## src/rtl/reg_bus_master_if.sv

```systemverilog
`default_nettype none
// ============================================================================
// reg_bus_master_if : host command/response and register-bus signal bundle
// Revision: 1.0
// ============================================================================
interface reg_bus_master_if #(
  parameter int W_WIDTH = 8
);
  logic               cmd_valid;
  logic               cmd_ready;
  logic               cmd_wr;
  logic [W_WIDTH-1:0] cmd_addr;
  logic [W_WIDTH-1:0] cmd_wdata;
  logic               rsp_valid;
  logic               rsp_ready;
  logic [W_WIDTH-1:0] rsp_rdata;
  logic               rsp_err;
  logic               sel_en;
  logic               wr_rd_s;
  logic [W_WIDTH-1:0] addr;
  logic [W_WIDTH-1:0] wr_data;
  logic [W_WIDTH-1:0] rd_data;
  logic               ack;
  logic [W_WIDTH-1:0] err_cnt;

  modport master (
    input  cmd_valid, cmd_wr, cmd_addr, cmd_wdata, rsp_ready, rd_data, ack,
    output cmd_ready, rsp_valid, rsp_rdata, rsp_err, sel_en, wr_rd_s, addr,
           wr_data, err_cnt
  );

  modport slave (
    output cmd_valid, cmd_wr, cmd_addr, cmd_wdata, rsp_ready, rd_data, ack,
    input  cmd_ready, rsp_valid, rsp_rdata, rsp_err, sel_en, wr_rd_s, addr,
           wr_data, err_cnt
  );
endinterface
`default_nettype wire

```

## src/rtl/reg_bus_master.sv

```systemverilog
`default_nettype none
// ============================================================================
// reg_bus_master : single-outstanding register bus master with ack timeout
// Revision: 1.0
// ============================================================================
module reg_bus_master #(
  parameter int W_WIDTH = 8,
  parameter int TIMEOUT = 16
) (
  input  logic             clk,
  input  logic             rst,
  reg_bus_master_if.master bus
);

  localparam int CW = $clog2(TIMEOUT + 1);
  localparam logic [CW-1:0]      c_LAST    = CW'(TIMEOUT - 1);
  localparam logic [W_WIDTH-1:0] c_ERR_MAX = '1;

  localparam logic [1:0] c_IDLE   = 2'd0;
  localparam logic [1:0] c_ACCESS = 2'd1;
  localparam logic [1:0] c_RESP   = 2'd2;

  logic [1:0]         r_state;
  logic [1:0]         w_next;
  logic [CW-1:0]      r_cnt;
  logic               r_wr;
  logic [W_WIDTH-1:0] r_addr;
  logic [W_WIDTH-1:0] r_wdata;
  logic [W_WIDTH-1:0] r_rdata;
  logic               r_err;
  logic [W_WIDTH-1:0] r_err_cnt;
  logic               w_timeout;

  assign w_timeout = (r_cnt == c_LAST);

  always_ff @(posedge clk) begin
    if (rst) begin
      r_state <= c_IDLE;
    end else begin
      r_state <= w_next;
    end
  end

  always_comb begin
    w_next = r_state;
    case (r_state)
      c_IDLE:   if (bus.cmd_valid)             w_next = c_ACCESS;
      c_ACCESS: if (bus.ack || w_timeout)      w_next = c_RESP;
      c_RESP:   if (bus.rsp_ready)             w_next = c_IDLE;
      default:                                 w_next = c_IDLE;
    endcase
  end

  // Handshake outputs depend on state only; rst merely masks cmd_ready.
  always_comb begin
    bus.cmd_ready = 1'b0;
    bus.sel_en    = 1'b0;
    bus.rsp_valid = 1'b0;
    case (r_state)
      c_IDLE:   bus.cmd_ready = ~rst;
      c_ACCESS: bus.sel_en    = 1'b1;
      c_RESP:   bus.rsp_valid = 1'b1;
      default: ;
    endcase
  end

  always_ff @(posedge clk) begin
    if (rst) begin
      r_cnt     <= '0;
      r_wr      <= 1'b0;
      r_addr    <= '0;
      r_wdata   <= '0;
      r_rdata   <= '0;
      r_err     <= 1'b0;
      r_err_cnt <= '0;
    end else begin
      case (r_state)
        c_IDLE: begin
          if (bus.cmd_valid) begin
            r_wr    <= bus.cmd_wr;
            r_addr  <= bus.cmd_addr;
            r_wdata <= bus.cmd_wdata;
            r_cnt   <= '0;
          end
        end
        c_ACCESS: begin
          r_cnt <= r_cnt + 1'b1;
          // ack in the last allowed cycle still counts as success
          if (bus.ack) begin
            r_rdata <= r_wr ? '0 : bus.rd_data;
            r_err   <= 1'b0;
          end else if (w_timeout) begin
            r_rdata <= '0;
            r_err   <= 1'b1;
            if (r_err_cnt != c_ERR_MAX) begin
              r_err_cnt <= r_err_cnt + 1'b1;
            end
          end
        end
        default: ;
      endcase
    end
  end

  assign bus.wr_rd_s   = r_wr;
  assign bus.addr      = r_addr;
  assign bus.wr_data   = r_wdata;
  assign bus.rsp_rdata = r_rdata;
  assign bus.rsp_err   = r_err;
  assign bus.err_cnt   = r_err_cnt;

endmodule
`default_nettype wire

```

## src/flat_wrapper.sv

```systemverilog
// flat-port wrapper written by rule: the top's interface ports become plain ports
module reg_bus_master_flat 
#(
  parameter int W_WIDTH = 8,
  parameter int TIMEOUT = 16
)
  (clk, rst, bus_cmd_valid, bus_cmd_wr, bus_cmd_addr, bus_cmd_wdata, bus_rsp_ready, bus_rd_data, bus_ack, bus_cmd_ready, bus_rsp_valid, bus_rsp_rdata, bus_rsp_err, bus_sel_en, bus_wr_rd_s, bus_addr, bus_wr_data, bus_err_cnt);
  reg_bus_master_if #(.W_WIDTH(W_WIDTH)) bus_i ();
  input  logic clk;
  input  logic rst;
  input wire logic [$bits(bus_i.cmd_valid)-1:0] bus_cmd_valid;
  input wire logic [$bits(bus_i.cmd_wr)-1:0] bus_cmd_wr;
  input wire logic [$bits(bus_i.cmd_addr)-1:0] bus_cmd_addr;
  input wire logic [$bits(bus_i.cmd_wdata)-1:0] bus_cmd_wdata;
  input wire logic [$bits(bus_i.rsp_ready)-1:0] bus_rsp_ready;
  input wire logic [$bits(bus_i.rd_data)-1:0] bus_rd_data;
  input wire logic [$bits(bus_i.ack)-1:0] bus_ack;
  output wire logic [$bits(bus_i.cmd_ready)-1:0] bus_cmd_ready;
  output wire logic [$bits(bus_i.rsp_valid)-1:0] bus_rsp_valid;
  output wire logic [$bits(bus_i.rsp_rdata)-1:0] bus_rsp_rdata;
  output wire logic [$bits(bus_i.rsp_err)-1:0] bus_rsp_err;
  output wire logic [$bits(bus_i.sel_en)-1:0] bus_sel_en;
  output wire logic [$bits(bus_i.wr_rd_s)-1:0] bus_wr_rd_s;
  output wire logic [$bits(bus_i.addr)-1:0] bus_addr;
  output wire logic [$bits(bus_i.wr_data)-1:0] bus_wr_data;
  output wire logic [$bits(bus_i.err_cnt)-1:0] bus_err_cnt;
  assign bus_i.cmd_valid = bus_cmd_valid;
  assign bus_i.cmd_wr = bus_cmd_wr;
  assign bus_i.cmd_addr = bus_cmd_addr;
  assign bus_i.cmd_wdata = bus_cmd_wdata;
  assign bus_i.rsp_ready = bus_rsp_ready;
  assign bus_i.rd_data = bus_rd_data;
  assign bus_i.ack = bus_ack;
  assign bus_cmd_ready = bus_i.cmd_ready;
  assign bus_rsp_valid = bus_i.rsp_valid;
  assign bus_rsp_rdata = bus_i.rsp_rdata;
  assign bus_rsp_err = bus_i.rsp_err;
  assign bus_sel_en = bus_i.sel_en;
  assign bus_wr_rd_s = bus_i.wr_rd_s;
  assign bus_addr = bus_i.addr;
  assign bus_wr_data = bus_i.wr_data;
  assign bus_err_cnt = bus_i.err_cnt;
  reg_bus_master #(.W_WIDTH(W_WIDTH), .TIMEOUT(TIMEOUT)) u_core (.clk(clk), .rst(rst), .bus(bus_i));
endmodule
```

## config.mk

```make
export PLATFORM = sky130hd
export DESIGN_NAME = reg_bus_master_flat
export DESIGN_NICKNAME = d
export VERILOG_FILES = /design/src/rtl/reg_bus_master_if.sv /design/src/rtl/reg_bus_master.sv /design/src/flat_wrapper.sv
export SDC_FILE = /design/constraint.sdc
export NUM_CORES = 1
export LEC_CHECK = 0
export CAP_MARGIN = 20
export CORE_MARGIN = 5
export CORE_UTILIZATION = 42
export DETAILED_ROUTE_END_ITERATION = 12
export HOLD_SLACK_MARGIN = 0.15
export PLACE_DENSITY = 0.83
export SKIP_CTS_REPAIR_TIMING = 1
export SLEW_MARGIN = 20
export SYNTH_ARGS = -nofsm -noshare
export SYNTH_HDL_FRONTEND = slang
export SYNTH_SLANG_ARGS = --single-unit
export TNS_END_PERCENT = 1
```

## constraint.sdc

```tcl
create_clock -name clk -period 2.3 [get_ports clk]
set_input_delay 0.23 -clock clk [delete_from_list [all_inputs] [get_ports clk]]
set_output_delay 0.23 -clock clk [all_outputs]
set_load 0.01 [all_outputs]
```

==> qor.yml, run 1 <==
status:
  status: "complete, no violations"
synth:
  synth_area_leaders: "dfxtp_1 (50%), a21oi_1 (11%), nand2_1 (11%)"
  synth_cell_type_count: 30
  avgSynthCellArea_um2: 8.19
  ys_async_sr_fraction: 0
  syn_area_um2: 1640
  yosysSeqAreaShare: 0.501
  synth_edf_count: 0
  synth_top_area_share: 0.501
  ys_ff_latch: 41
  synth_fp_nets: 233
  yosysWarnings: 0
  yosys_most_used_dff: "dfxtp_1"
  synth_area_leader_cell: "dfxtp_1"
  netlist_instances: 200
worst_hold_path:
  hold_path_class: "reg -> reg"
  whs_path_depth: 2
  min_to: "u_core.bus.rsp_rdata[6]"
  worstHoldStart: "u_core.bus.rsp_rdata[6]"
clock_tree:
  cts.htree.levels: 2
  clkSinkCount: 41
  cts-root-buf: "clkbuf_8"
  cts_buffer_depth: 2
  cts.clk_slew.worst_paths_ns: 0.08
  insertion_delay_ns: 0.29
  cts_made_buffers: 5
  tritoncts: "yes"
worst_setup_path:
  crit_chain: "ha_1 -> and3_1 -> ha_1 -> nand4bb_1 -> o21bai_4 -> or4_1 -> a21oi_1"
  endpoint_kind: "flop"
  crit_slowest_cell: "or4_1"
  cpMostUsedCell: "ha_1"
  path_delay_family: "simple AND/OR/NAND/NOR gates"
  reg2reg_slack_ns: 0.22
  path_class: "reg -> reg"
  reg2reg_depth: 7
  rr_endpoint: "u_core.bus.err_cnt[7]"
  max_stage_delay_ns: 0.48
  worstPathArrival_ns: 2.31
  worstReg2RegStart: "u_core.r_cnt[0]"
  critPathRequiredTime_ns: 2.53
  critPathMaxFanout: 12
  cp_num_buf_inv: 0
  start_kind: "flop"
finish:
  n_antenna_cell: 0
  area_growth_pct: 48.2
  drive_above_1_share: 0.0597
  seqCellArea_um2: 821
  multiInputGateArea_um2: 751
  layout.nets: 300
  final_cell_area_um2: 2430
  fillCellCount: 341
  post-route-util: 0.653
placement:
  port_buffers: 66
  place.gp.congestion: 0.718
  place_area_um2: 2340
  dp_hpwl_um: 2810
timing:
  hold_violations: 0
  finalCritPeriodShare: 0.906
  skew_ns: 0.00410
  drv_slew: 0
  hold_ws_ns: 0.454
  setup-violations-final: 0
  min_period_ns: 2.08
  final.setup.tns_ns: 0
  max_freq_mhz: 480
  rsz0062_at_grt: "no"
  slew_headroom: 0.590
  tightest_slew_ns: 0.614
detailed_routing:
  drc: 0
  drt_first_pass_iters: 4
  vias: 1594
  antenna_left: 0
  vias_per_cell: 5.04
  routed_wl_um: 4030
  wl_per_cell_um: 12.8
  initialDrtViolationCount: 119
die:
  core-area_um2: 3720
  start_util: 0.441
  dieArea_um2: 5250
  ios: 67
  die_w_um: 72.4
  dieHeight_um: 72.4
  row_count: 22
pwr:
  p_per_area_nw_per_um2: 585
  fin_total_pwr_mw: 1.42
  p_leak_nw: 0.859
  peakVddDrop_v: 0.000389
grt:
  overflow: 0
  grt_usage: 0.163
  grt_max_degree: 42
  grt_pass1_wl_um: 6840
  grt_pass1_vias: 1566
  antenna_found_initial: 0
job:
  maxCapViolCount: 0
[metrics by stage]
stage	setup slack, ns	std cells
floorplan	0.465	200
global placement	0.330	308
detailed placement	0.277	308
CTS	0.236	316
global route	0.0569	316
finish	0.216	316
[per-layer routing]
metal / global-route usage / up-vias / wire length, um
li1: - / 821 / -
met1: 0.175 / 726 / 1670
met2: 0.288 / 42 / 1960
met3: 0.0803 / 5 / 370
met4: 0.0369 / 0 / 33
met5: 0 / - / 0
[Yosys cell counts, types with 2 or more instances]
cell type,count
or3_1,3
nor2_1,13
nor3_1,2
inv_1,2
dfxtp_1,41
mux2i_1,2
a21oi_1,37
nand3_1,14
buf_2,2
nand2b_1,2
nor2b_1,2
ha_1,3
clkbuf_1,6
o21ai_1,5
a211oi_1,2
or4_1,3
o31ai_1,3
nand2_1,46
[worst reg2reg max path, delay by kind of cell (launching register included)]
family                     cells  cell delay (ns)
and+or+nand+nor                3             0.81
adders and majority gates      2             0.43
DFF                            1             0.37
AOI/OAI and AO/OA              2             0.41
[worst max-delay path by stage]
stage	cells past startpoint	start	end	slack, ns
after global routing	7	u_core.r_cnt[0]	u_core.bus.err_cnt[7]	0.06
final	7	u_core.r_cnt[0]	u_core.bus.err_cnt[7]	0.22
after CTS	7	u_core.r_cnt[0]	u_core.bus.err_cnt[7]	0.24
after floorplan	8	u_core.r_cnt[0]	u_core.bus.err_cnt[3]	0.47
after global placement	7	u_core.r_cnt[0]	u_core.bus.err_cnt[5]	0.33
after detailed placement	7	u_core.r_cnt[0]	u_core.bus.err_cnt[7]	0.28
[cell families after synthesis]
| group | Yosys count | share of synthesized area |
|---|---|---|
| AOI/OAI and AO/OA | 49 | 0.167 |
| and+or+nand+nor | 90 | 0.251 |
| muxes | 2 | 0.0122 |
| adders and majority gates | 3 | 0.0229 |
| xor gates and xnor gates | 1 | 0.00535 |
| buffers and inverters | 14 | 0.0405 |
| DFF | 41 | 0.501 |
[power by group]
part	switching [mW]	total (mW)	internal, mW
registers	0.0158	0.751	0.735
logic	0.0943	0.209	0.115
clock network	0.250	0.459	0.209
total	0.360	1.42	1.06
[area by class of cell]
| cell class | count | share of cell area |
|---|---|---|
| clock inverters | 3 | 0.00722 |
| clock buffers | 5 | 0.0284 |
| repair buffers | 71 | 0.288 |
| well taps | 48 | 0.0247 |
| flip-flops and latches | 41 | 0.338 |
| inverters | 3 | 0.00464 |
| multi-input cells | 145 | 0.309 |
[registers in the layout (all words and copies together) (netlist names)]
signal                count
u_core.r_state            2
u_core.bus.wr_data        8
u_core.bus.rsp_rdata      8
u_core.bus.rsp_err        1
u_core.bus.addr           8
u_core.r_cnt              5
u_core.bus.wr_rd_s        1
u_core.bus.err_cnt        8
[cell usage in the layout (no fill, tap or decap), drive strengths merged]
cell type and instances:
a211oi 2, a21oi 37, a31oi 1, and3 1
buf 5, clkbuf 5, clkdlybuf4s50 66, clkinv 2
clkinvlp 1, dfxtp 41, ha 3, inv 3
mux2i 2, nand2 46, nand2b 2, nand3 14
nand3b 1, nand4 1, nand4bb 1, nor2 13
nor2b 2, nor3 2, nor3b 1, o21ai 5
o21bai 1, o31ai 3, or3 3, or4 3
xor2 1
No activity file was read; power rests on OpenSTA's default activity.
==> run 2, diff against run 1 <==
SLEW_MARGIN = 10   (was 20)
==> results of run 2 <==
No change in the layout: final DEF, timing and power equal those of run 1.
